--- src/rtl/bmp_uploader.sv ---
// bmp_uploader: streams a frame buffer out as a 24-bit bottom-up BMP file.
// A fixed 54-byte header comes first, then one B,G,R byte triple per pixel,
// each pixel fetched from memory as 0x00RRGGBB just before its bytes go out.
// Ports:
//   clk_sys, reset      clock, synchronous active-high reset
//   ioctl_upload        high for the whole transfer; its rising edge starts one
//   ioctl_rd            strobe: current byte consumed
//   ioctl_din, ready    byte for the current offset and its valid flag
//   mem_rd, mem_addr    one-cycle word read request and word address
//   mem_q, mem_valid    read data and its one-cycle valid pulse
module bmp_uploader #(
  parameter int          H_PIX = 640,
  parameter int          V_PIX = 312,
  parameter logic [21:0] BASE  = 22'h0
) (
  input  logic        clk_sys,
  input  logic        reset,
  input  logic        ioctl_upload,
  input  logic        ioctl_rd,
  output logic [7:0]  ioctl_din,
  output logic        ready,
  output logic        mem_rd,
  output logic [21:0] mem_addr,
  input  logic [31:0] mem_q,
  input  logic        mem_valid
);

  localparam logic [31:0] IMG_SZ     = 32'(H_PIX * V_PIX * 3);
  localparam logic [31:0] FILE_SZ    = IMG_SZ + 32'd54;
  localparam logic [15:0] COL_LAST   = 16'(H_PIX - 1);
  localparam logic [15:0] ROW_LAST   = 16'(V_PIX - 1);
  // File row 0 is the bottom frame line.
  localparam logic [21:0] ADDR_FIRST = BASE + 22'((V_PIX - 1) * H_PIX);
  // From the last column of a line back to column 0 of the line above it.
  localparam logic [21:0] ROW_STEP   = 22'(2 * H_PIX - 1);

  typedef enum logic [2:0] {IDLE, HDR, FETCH, WAIT, PIX, DONE} state_t;

  state_t      state_q, state_d;
  logic [5:0]  off_q, off_d;
  logic [1:0]  phase_q, phase_d;
  logic [15:0] col_q, col_d;
  logic [15:0] row_q, row_d;
  logic [21:0] addr_q, addr_d;
  logic [23:0] pix_q, pix_d;
  logic [7:0]  din_q, din_d;
  logic        ready_q, ready_d;
  logic        upload_q;
  logic        rd_ok;

  // Header byte at a given offset; each field is read little-endian.
  function automatic logic [7:0] hdr_byte(input logic [5:0] off);
    logic [31:0] w;
    logic [5:0]  rel;
    w   = '0;
    rel = '0;
    if      (off < 6'd2)  begin w = 32'h0000_4D42; rel = off;          end
    else if (off < 6'd6)  begin w = FILE_SZ;       rel = off - 6'd2;   end
    else if (off < 6'd10) begin w = 32'd0;         rel = off - 6'd6;   end
    else if (off < 6'd14) begin w = 32'd54;        rel = off - 6'd10;  end
    else if (off < 6'd18) begin w = 32'd40;        rel = off - 6'd14;  end
    else if (off < 6'd22) begin w = 32'(H_PIX);    rel = off - 6'd18;  end
    else if (off < 6'd26) begin w = 32'(V_PIX);    rel = off - 6'd22;  end
    else if (off < 6'd28) begin w = 32'd1;         rel = off - 6'd26;  end
    else if (off < 6'd30) begin w = 32'd24;        rel = off - 6'd28;  end
    else if (off < 6'd34) begin w = 32'd0;         rel = off - 6'd30;  end
    else if (off < 6'd38) begin w = IMG_SZ;        rel = off - 6'd34;  end
    else if (off < 6'd42) begin w = 32'd2835;      rel = off - 6'd38;  end
    else if (off < 6'd46) begin w = 32'd2835;      rel = off - 6'd42;  end
    else                  begin w = 32'd0;         rel = 6'd0;         end
    return w[{rel[1:0], 3'b000} +: 8];
  endfunction

  // Strobes are honoured only while the current byte is valid.
  assign rd_ok = ioctl_rd & ready_q;

  always_comb begin
    state_d = state_q;
    off_d   = off_q;
    phase_d = phase_q;
    col_d   = col_q;
    row_d   = row_q;
    addr_d  = addr_q;
    pix_d   = pix_q;
    din_d   = din_q;
    ready_d = ready_q;

    case (state_q)
      IDLE: begin
        din_d   = 8'h00;
        ready_d = 1'b0;
        if (ioctl_upload && !upload_q) begin
          state_d = HDR;
          off_d   = 6'd0;
          phase_d = 2'd0;
          col_d   = 16'd0;
          row_d   = 16'd0;
          din_d   = hdr_byte(6'd0);
          ready_d = 1'b1;
        end
      end
      HDR: begin
        if (rd_ok) begin
          if (off_q == 6'd53) begin
            state_d = FETCH;
            ready_d = 1'b0;
            addr_d  = ADDR_FIRST;
          end else begin
            off_d = off_q + 6'd1;
            din_d = hdr_byte(off_q + 6'd1);
          end
        end
      end
      FETCH: state_d = WAIT;
      WAIT: begin
        if (mem_valid) begin
          pix_d   = mem_q[23:0];
          din_d   = mem_q[7:0];
          ready_d = 1'b1;
          phase_d = 2'd0;
          state_d = PIX;
        end
      end
      PIX: begin
        if (rd_ok) begin
          case (phase_q)
            2'd0: begin phase_d = 2'd1; din_d = pix_q[15:8];  end
            2'd1: begin phase_d = 2'd2; din_d = pix_q[23:16]; end
            default: begin
              phase_d = 2'd0;
              if (col_q == COL_LAST && row_q == ROW_LAST) begin
                state_d = DONE;
                din_d   = 8'h00;
              end else begin
                state_d = FETCH;
                ready_d = 1'b0;
                if (col_q == COL_LAST) begin
                  col_d  = 16'd0;
                  row_d  = row_q + 16'd1;
                  addr_d = addr_q - ROW_STEP;
                end else begin
                  col_d  = col_q + 16'd1;
                  addr_d = addr_q + 22'd1;
                end
              end
            end
          endcase
        end
      end
      DONE: begin
        din_d   = 8'h00;
        ready_d = 1'b1;
      end
      default: state_d = IDLE;
    endcase

    // Dropping upload aborts from anywhere, taking priority over a same-cycle strobe.
    if (state_q != IDLE && !ioctl_upload) begin
      state_d = IDLE;
      off_d   = 6'd0;
      phase_d = 2'd0;
      col_d   = 16'd0;
      row_d   = 16'd0;
      addr_d  = BASE;
      din_d   = 8'h00;
      ready_d = 1'b0;
    end
  end

  always_ff @(posedge clk_sys) begin
    // upload_q tracks the pin even in reset so a level held through reset
    // is not mistaken for a new rising edge.
    upload_q <= ioctl_upload;
    if (reset) begin
      state_q <= IDLE;
      off_q   <= '0;
      phase_q <= '0;
      col_q   <= '0;
      row_q   <= '0;
      addr_q  <= BASE;
      pix_q   <= '0;
      din_q   <= 8'h00;
      ready_q <= 1'b0;
    end else begin
      state_q <= state_d;
      off_q   <= off_d;
      phase_q <= phase_d;
      col_q   <= col_d;
      row_q   <= row_d;
      addr_q  <= addr_d;
      pix_q   <= pix_d;
      din_q   <= din_d;
      ready_q <= ready_d;
    end
  end

  assign ioctl_din = din_q;
  assign ready     = ready_q;
  assign mem_rd    = (state_q == FETCH);
  assign mem_addr  = addr_q;

endmodule
--- config.mk ---
export PLATFORM = sky130hd
export DESIGN_NAME = bmp_uploader
export DESIGN_NICKNAME = d
export VERILOG_FILES = /design/src/rtl/bmp_uploader.sv
export SDC_FILE = /design/constraint.sdc
export NUM_CORES = 1
export LEC_CHECK = 0
export BUFFER_PORTS_ARGS = -buffer_cell sky130_fd_sc_hd__buf_2
export CORE_UTILIZATION = 29
export DETAILED_ROUTE_END_ITERATION = 7
export GPL_ROUTABILITY_DRIVEN = 0
export PLACE_DENSITY_LB_ADDON = 0.3
export SYNTH_ARGS = -nofsm -noshare
export SYNTH_HDL_FRONTEND = slang
export SYNTH_SLANG_ARGS = --single-unit
export TNS_END_PERCENT = 20
--- constraint.sdc ---
create_clock -name clk_sys -period 4.6 [get_ports clk_sys]
set_input_delay 1.15 -clock clk_sys [delete_from_list [all_inputs] [get_ports clk_sys]]
set_output_delay 1.15 -clock clk_sys [all_outputs]
set_load 0.02 [all_outputs]
==> results of run 1 <==
==> flip-flops by register name, summed over array words and instances, names as in the netlist <==
signal     flops
row_q         16
upload_q       1
pix_q         16
state_q        3
mem_addr      22
ready          1
col_q         16
ioctl_din      8
off_q          6
phase_q        2
==> stage by stage <==
| stage | instances | hold WS (ps) |
|---|---|---|
| global placement | 890 | 457 |
| global route | 905 | 504 |
| detailed placement | 890 | 461 |
| CTS | 905 | 473 |
| finish | 905 | 471 |
| floorplan | 635 | 458 |
==> power groups by stage <==
stage	Combinational (mW)	Clock (mW)	Sequential [mW]
final	0.169	0.762	0.823
after floorplan	0.114	0	0.846
after detailed placement	0.171	0	0.840
after global routing	0.190	0.821	0.825
after global placement	0.171	0	0.841
after CTS	0.172	0.790	0.822
==> placed cells by master, fill, tap and decap left out, types with 6 or more instances in the layout <==
master     netlist  routed
a31oi_1          9       9
nor2b_1          9       9
dfxtp_1         91      91
a21oi_1         26      26
and3_1          14      14
o21a_1           6       6
mux2_2           8       8
a21o_1           6       6
clkbuf_16        0       9
nand2_1         45      45
xnor2_1         26      26
o21ai_0         30      30
buf_2            9      60
ha_1            17      17
nand4_1         18      18
nand3_1         17      17
nor3_1          22      22
mux2i_1         21      21
a22oi_1         14      14
xor2_1          33      33
nor2_1          99      99
==> area by class of cell <==
cell class	count	area share
Clock buffer	12	0.0426
Tap cell	225	0.0468
Sequential cell	91	0.303
Timing Repair Buffer	65	0.0561
Clock inverter	3	0.00790
Multi-Input combinational cell	505	0.541
Inverter	4	0.00250
==> how the worst min path moves through the flow <==
| stage | slack (ps) | cells past startpoint | end |
|---|---|---|---|
| floorplan | 460 | 2 | pix_q[16] |
| global placement | 460 | 2 | ioctl_din[0] |
| detailed placement | 460 | 2 | ioctl_din[3] |
| CTS | 470 | 2 | ioctl_din[3] |
| global route | 500 | 2 | ioctl_din[0] |
| finish | 470 | 2 | ioctl_din[0] |
==> logic make-up (layout without fill, tap and decap cells) <==
family / Yosys count / in the layout / share of synthesized area
AND/OR/NAND/NOR: 263 / 263 / 0.245
multiplexers: 29 / 29 / 0.0571
buffers and inverters: 39 / 84 / 0.0343
AO/OA/AOI/OAI: 137 / 137 / 0.178
adder cells (fa/ha/maj): 17 / 17 / 0.0404
flip-flops: 91 / 91 / 0.346
XOR/XNOR: 59 / 59 / 0.0983
==> Yosys cell counts, types with 3 or more instances <==
library cell | number | area share
o211ai_1 | 5 | 0.0071
xnor2_1 | 26 | 0.043
nor3_1 | 22 | 0.021
o21a_1 | 6 | 0.0086
ha_1 | 17 | 0.040
and2_1 | 5 | 0.0059
o21ai_0 | 30 | 0.029
and3_1 | 14 | 0.017
nand4_1 | 18 | 0.021
nand3_1 | 17 | 0.016
a22oi_1 | 14 | 0.020
or2_2 | 3 | 0.0036
a31oi_1 | 9 | 0.011
a221oi_1 | 4 | 0.0067
nand2_1 | 45 | 0.032
dfxtp_1 | 91 | 0.35
or3_1 | 3 | 0.0036
clkbuf_1 | 22 | 0.016
and4_1 | 4 | 0.0067
a21o_1 | 6 | 0.0086
a211oi_1 | 3 | 0.0043
a311oi_1 | 4 | 0.0067
nor2_1 | 99 | 0.071
nor4_1 | 5 | 0.0059
nor2b_1 | 9 | 0.011
a221o_1 | 4 | 0.0076
buf_6 | 3 | 0.0064
mux2i_1 | 21 | 0.040
buf_2 | 9 | 0.0086
mux2_2 | 8 | 0.017
nand3b_1 | 3 | 0.0043
inv_1 | 4 | 0.0029
o31ai_1 | 3 | 0.0043
xor2_1 | 33 | 0.055
a21oi_1 | 26 | 0.025
==> routing by layer <==
metal / vias up / wire length (microns)
li1: 2369 / -
met1: 2178 / 6450
met2: 61 / 5650
met3: 15 / 394
met4: 0 / 224
met5: - / 0
==> critical path, delay by kind of cell, from the launching register on <==
| family | cells | cell delay, ps |
|---|---|---|
| adders and majority gates | 2 | 470 |
| AOI/OAI and AO/OA | 6 | 1390 |
| DFF | 1 | 390 |
| and+or+nand+nor | 3 | 640 |
| buffers and inverters | 1 | 230 |
| xor gates and xnor gates | 1 | 180 |
==> results.ini, run 1 <==
[synthesis]
ys_ff_latch = 91
synth_area_sq_mm = 0.00526
synth_edf_count = 0
synthesis.nets = 689
syn_inst = 635
yosysWarnings = 0
synth_area_per_cell_sq_um = 8.28
synth_cell_types = 65
ys_seq_area_frac = 0.346
ys.flop_type = dfxtp_1
synth-async-reset-ratio = 0

[clock_tree]
cts_buffers = 9
root_buffer = clkbuf_16
h-tree-depth = 3
clk_path_buf_depth = 2
cts.clk_slew.worst_paths_ps = 70
post-cts-setup-buffers = 0
clock_sinks = 91
cts_tree = built
ctsHoldBuffers = 0
clkLatencyLatePin_ps = 350
post_cts_resized = 0

[timing]
fin_skew_ps = 14.6
setup_tns_ps = 0
setup_ws_ps = 1180
finalWorstPathRequiredPeriod_ps = 3420
hold_viol_final = 0
period_share = 0.743
fmax_ghz = 0.293
report.final.slew_viol_count = 0
rsz0062_at_grt = false
worst_pin_slew_ps = 924
slew-limit-headroom = 0.380
finalSetupViolations = 0

[pwr]
p_comb_frac = 0.097
switchingPower_mw = 0.441
power_density_mw_per_mm2 = 292
clkPwrFrac = 0.434
leakage_nw = 2.48
peakVddDrop_v = 0.000205
power_frac_seq = 0.469
p_int_mw = 1.31
p_sw_frac = 0.252
p_total_mw = 1.75

[placed_design]
hpwl_microns = 9090
dp_worst_setup_slack_ps = 1160
io_buffers = 60
placed_cell_area_sq_mm = 0.00571

[finish]
n_antenna_cell = 0
utilization = 0.344
finalInstanceArea_sq_mm = 0.00602
regArea_sq_mm = 0.00182
nets = 730
areaGrowthSynthToFinish_pct = 14.4
drive_above_1_share = 0.147
multi_input_area_sq_mm = 0.00326
nFillCells = 1816

[global_routing]
grt-ovfl-total = 0
grt_first_pass_wirelength_microns = 21400
grt_usage = 0.145
grt_max_degree = 27
antenna_found_initial = 0
top_usage_layer = met2
use_met2 = 0.223
grt_pass1_vias = 4292
grt.met1_usage = 0.200
grtUsageMet3 = 0.0281

[worst_setup_path]
crit_fanout = 15
reg2regPathDepth = 13
cpMaxStageDelayCell = or3_1
critPathCaptureType = register
arrival_ps = 3650
r2r-start = col_q[0]
reg2reg_slack_ps = 1180
timing.rr.end = mem_addr[17]
critPathRequiredTime_ps = 4830
start_kind = register
cpPeakStageDelay_ps = 420
cp-endpoint = mem_addr[17]
path_cells = ha_1, nand2_1, or3_1, nor2_1, buf_4, ha_1, a21o_1, a221oi_1, o21ai_0, a21o_1, a221oi_1, xor2_1, a21oi_1
startpoint = col_q[0]
crit_type = reg2reg

[hold_path]
hp-class = reg2reg
min_from = ioctl_din[0]

[die]
die_width_microns = 137
core_sq_mm = 0.0175
ios = 69
row_count = 48
fp.dieH_microns = 137
initial_core_util = 0.301
die_area_sq_mm = 0.0187

[job]
maxCapViolCount = 0

[detailed_routing]
drt_iter0_drc = 261
finalWirelength_microns = 12700
first_pass_iters = 5
drc = 0
vias = 4623
wl_per_cell_microns = 14.0
viasPerCell = 5.11
route.antenna.remaining_nets = 0

[run_status]
outcome = completed

No activity file was read; power rests on OpenSTA's default activity.
==> inputs of run 2 (changes only) <==
Settings changed: ABC_AREA set to 1.
Clock period 4.6 ns to 2.9 ns, I/O delays scaled along.
==> results.ini, run 2 <==
[global_routing]
grt-ovfl-total = 0
grt_max_degree = 26
antenna_found_initial = 0
top_usage_layer = met2
grt_first_pass_wirelength_microns = 27000
use_met2 = 0.255
grt.met1_usage = 0.234
grt_usage = 0.167
grt_pass1_vias = 5491
grtUsageMet3 = 0.0225

[finish]
layout_commonest_cell = nand2_1
layout_common_cells = 203 x nand2_1, 94 x nor2_1, 91 x inv_1, 89 x dfxtp_1, 70 x a21oi_1
areaGrowthSynthToFinish_pct = 24.9
nets = 1026
multi_input_area_sq_mm = 0.00367
drive_above_1_share = 0.201
utilization = 0.369
largest_reg_flops = 22
n_antenna_cell = 0
regArea_sq_mm = 0.00182
finalInstanceArea_sq_mm = 0.00715
nFillCells = 2179

[synthesis]
yosysWarnings = 0
synth_top_family_by_area = simple AND/OR/NAND/NOR gates
synth_area_per_cell_sq_um = 6.47
synth_cell_types = 45
synth-async-reset-ratio = 0
yosysMostFrequentCell = nand2_1
yosysTopAreaCell = dfxtp_1
yosys.area_share.simple = 0.358
synth_area_sq_mm = 0.00573
synth_largest_type_area_fraction = 0.318
synth_edf_count = 0
ys_ff_latch = 91
synth_common_cells = 211 x nand2_1, 96 x nor2_1, 93 x inv_1
synthXorXnorAreaFrac = 0.0153
syn_inst = 885
synth-compound-area-share = 0.183
ys.flop_type = dfxtp_1
synthesis.nets = 939
yosys-top-cells-area = dfxtp_1 32%, nand2_1 14%, a21oi_1 6.6%, nor2_1 6.3%, inv_1 6.1%
synthMuxAreaShare = 0
synth_fa_ha_area_frac = 0.0371
ys_seq_area_frac = 0.318

[timing]
fmax_ghz = 0.363
fin_skew_ps = 9.67
slew-limit-headroom = 0.479
setup_tns_ps = 0
report.final.slew_viol_count = 0
finalWorstPathRequiredPeriod_ps = 2760
hold_viol_final = 0
period_share = 0.951
setup_ws_ps = 142
rsz0062_at_grt = true
worst_pin_slew_ps = 779
finalSetupViolations = 0

[die]
initial_core_util = 0.295
die_area_sq_mm = 0.0203
ios = 69
core_sq_mm = 0.0194
fp.dieH_microns = 143
die_width_microns = 143
row_count = 51

[job]
maxCapViolCount = 0

[detailed_routing]
vias = 6018
first_pass_iters = 6
viasPerCell = 4.85
drc = 0
drt_iter0_drc = 323
wl_per_cell_microns = 13.1
route.antenna.remaining_nets = 0
finalWirelength_microns = 16200

[run_status]
outcome = completed

[clock_tree]
cts_buffers = 9
clk_path_buf_depth = 2
h-tree-depth = 3
clkLatencyLatePin_ps = 350
root_buffer = clkbuf_16
clock_sinks = 91
cts.clk_slew.worst_paths_ps = 70
cts_tree = built
ctsHoldBuffers = 0

[worst_setup_path]
crit_fanout = 5
cpPeakStageDelay_ps = 330
critPathRequiredTime_ps = 3130
start_kind = register
crit_buf_inv = 4
critPathCaptureType = register
crit_type = reg2reg
path_cells = ha_2, nand3_1, nor2_1, inv_1, nor2_2, nand3_2, clkinv_4, clkbuf_16, ha_4, inv_1, o21ai_1, a221oi_2, o2111ai_2, or2_4, nand3_1, a21oi_1
critPathTopFamily = simple AND/OR/NAND/NOR gates
arrival_ps = 2980
cpMaxStageDelayCell = dfxtp_2

[pwr]
power_density_mw_per_mm2 = 533
leakage_nw = 2.67
peakVddDrop_v = 0.000366

[placed_design]
io_buffers = 60
dp_worst_setup_slack_ps = -75.0
hpwl_microns = 11900
placed_cell_area_sq_mm = 0.00651

[hold_path]
hp-class = reg2reg

-- run 2: kinds of logic after synthesis --
group | Yosys count
buffers and inverters | 130
XOR/XNOR | 10
AND/OR/NAND/NOR | 457
flip-flops | 91
AO/OA/AOI/OAI | 180
adder cells (fa/ha/maj) | 17
-- run 2: cell type report --
class,instances,area share
Clock buffer,12,0.0373
Clock inverter,4,0.00455
Inverter,107,0.0572
Multi-Input combinational cell,664,0.513
Sequential cell,91,0.255
Tap cell,265,0.0463
Timing Repair Buffer,99,0.0871
-- run 2: timing repair --
item	4_1_cts	5_1_grt
setup buffers	1	3
pin swaps	2	11
endpoints found under the setup margin	8	8
cloned	0	1
gates resized for setup	5	60
-- run 2: final timing paths --
| kind | startpoint | endpoint | slack [ps] | cells after the start |
|---|---|---|---|---|
| worst max-delay path | col_q[1] | mem_addr[20] | 140 | 16 |
| worst min-delay path | pix_q[19] | pix_q[19] | 460 | 2 |
| worst max register to register | col_q[1] | mem_addr[20] | 140 | 16 |
| worst min register to register | pix_q[19] | pix_q[19] | 460 | 2 |
-- run 2: power by group --
part           total, mW  switching (mW)  internal [mW]
Combinational       1.19           0.812          0.376
Clock               1.19           0.533          0.657
Sequential          1.43          0.0961           1.34
Total               3.81            1.44           2.37
-- run 2: per-stage QoR --
stage / hold slack, ps / cells / power [mW]
after global placement: 452 / 1221 / 2.60
final: 464 / 1242 / 3.81
after global routing: 490 / 1242 / 4.07
after CTS: 463 / 1238 / 3.81
after floorplan: 440 / 885 / 2.25
after detailed placement: 451 / 1221 / 2.60
-- run 2: layer usage --
layer,share of wire,up-vias
met3,0.030,16
met5,0,-
met1,0.51,2726
met2,0.44,110
met4,0.018,0
li1,-,3166
-- run 2: worst reg2reg max path, stage by stage (launching register included) --
cell and delay, ps:
dfxtp_2 330, ha_2 190, nand3_1 100, nor2_1 90, inv_1 60, nor2_2 160, nand3_2 150, clkinv_4 130
clkbuf_16 170, ha_4 210, inv_1 80, o21ai_1 100, a221oi_2 300, o2111ai_2 190, or2_4 260, nand3_1 60
a21oi_1 60
==> inputs of run 3 (changes only) <==
Settings changed: ABC_AREA 1 to not set.
==> results.ini, run 3 (synthesis gave the netlist of run 1 again) <==
[job]
maxCapViolCount = 0

[detailed_routing]
first_pass_iters = 5
drt_iter0_drc = 336
vias = 4822
route.antenna.remaining_nets = 0
finalWirelength_microns = 13400
wl_per_cell_microns = 14.0
viasPerCell = 5.01
drc = 0

[worst_setup_path]
crit_fanout = 10
arrival_ps = 3190
crit_type = reg2reg
r2r-start = col_q[1]
critPathCaptureType = register
critPathRequiredTime_ps = 3140
startpoint = col_q[1]
start_kind = register

[clock_tree]
root_buffer = clkbuf_16
cts_tree = built
cts.clk_slew.worst_paths_ps = 70
clock_sinks = 91
cts_buffers = 9
h-tree-depth = 3
ctsHoldBuffers = 0
clkLatencyLatePin_ps = 350
clk_path_buf_depth = 2

[timing]
fin_skew_ps = 13.0
worst_pin_slew_ps = 576
report.final.slew_viol_count = 0
period_share = 1.02
fmax_ghz = 0.339
setup_ws_ps = -50.3
finalWorstPathRequiredPeriod_ps = 2950
slew-limit-headroom = 0.616
finalSetupViolations = 2
hold_viol_final = 0
rsz0062_at_grt = true

[global_routing]
grt_first_pass_wirelength_microns = 22500
grt_max_degree = 27
grt-ovfl-total = 0
antenna_found_initial = 1
grt_usage = 0.152
grt_pass1_vias = 4585

[die]
ios = 69
row_count = 48
core_sq_mm = 0.0175
die_area_sq_mm = 0.0187
initial_core_util = 0.301
die_width_microns = 137
fp.dieH_microns = 137

[pwr]
peakVddDrop_v = 0.000344
power_density_mw_per_mm2 = 433
leakage_nw = 2.77
p_total_mw = 2.85

[finish]
nFillCells = 1806
utilization = 0.377
largest_reg_flops = 22
areaGrowthSynthToFinish_pct = 25.2
layout_commonest_cell = nor2_1
layout_common_cells = 98 x nor2_1, 89 x dfxtp_1, 60 x buf_2, 59 x buf_4, 44 x nand2_1
nets = 785
drive_above_1_share = 0.236

[run_status]
outcome = finished, violations left
violations = negative setup slack

[hold_path]
min_from = ioctl_din[3]
hp-class = reg2reg

[placed_design]
io_buffers = 60
hpwl_microns = 9850

run 3: cell count changes in the layout (fill, tap and decap cells not counted), moves of 11 or more:
cell and delta:
nand2_1 -159, inv_1 -87, a21oi_1 -44, nand3_1 -40, xor2_1 +27, buf_4 +22
xnor2_1 +22, mux2i_1 +21, a22oi_1 +13, inv_2 -13, a211oi_1 -12, and3_1 +11
o21ai_0 -11
run 3: worst paths after layout:
kind / end / slack (ps) / cells after the start
min: ioctl_din[3] / 470 / 2
max: mem_addr[21] / -50 / 13
min reg2reg: ioctl_din[3] / 470 / 2
max reg2reg: mem_addr[21] / -50 / 13
run 3: layout make-up:
| cell class | count | area [sq um] | area share |
|---|---|---|---|
| multi-input combinational | 505 | 3390 | 0.514 |
| clock buffer | 10 | 239 | 0.0363 |
| tap | 225 | 282 | 0.0427 |
| clock inverter | 6 | 71.3 | 0.0108 |
| inverter | 4 | 15.0 | 0.00228 |
| antenna | 1 | 2.50 | 0.000380 |
| sequential | 91 | 1830 | 0.277 |
| timing repair buffer | 120 | 763 | 0.116 |
run 3: stage by stage:
stage	cell area [sq um]	setup TNS [ps]	setup WS (ps)	cells	hold WS [ps]
finish	6590	-92.5	-50.3	962	467
global route	6580	-592	-192	961	504
CTS	6580	-100	-38.4	961	475
detailed placement	6240	-297	-106	944	460
global placement	6240	-173	-84.4	944	451
floorplan	5370	-594	-166	635	458
run 3: critical path: stages, from the launching register on:
cell and delay (ps):
dfxtp_2 350, ha_4 140, nand2_2 50, or3_4 400, nor2_4 110, buf_12 160
ha_4 220, a21o_1 170, a221o_1 320, a21o_1 180, a221o_1 360, o22ai_2 190
a21oi_1 60, nand3b_1 150
run 3: report_power, final:
part	leakage (nW)	internal [mW]	switching [mW]
Sequential	0.736	1.27	0.0236
Clock	0.151	0.701	0.542
Combinational	1.89	0.118	0.191
Total	2.77	2.09	0.756
run 3: per-layer routing:
metal / wire length [microns] / vias up / global-route usage
met5: 0 / - / 0
met4: 160 / 0 / 0.0463
li1: - / 2492 / -
met3: 560 / 11 / 0.0322
met1: 6740 / 2239 / 0.211
met2: 5990 / 80 / 0.233
run 3: what timing repair did:
action	4_1_cts	5_1_grt
setup endpoints to repair	5	9
setup buffers	1	0
pin swaps	0	6
gates resized for setup	4	2
endpoints found under the hold margin	0	0
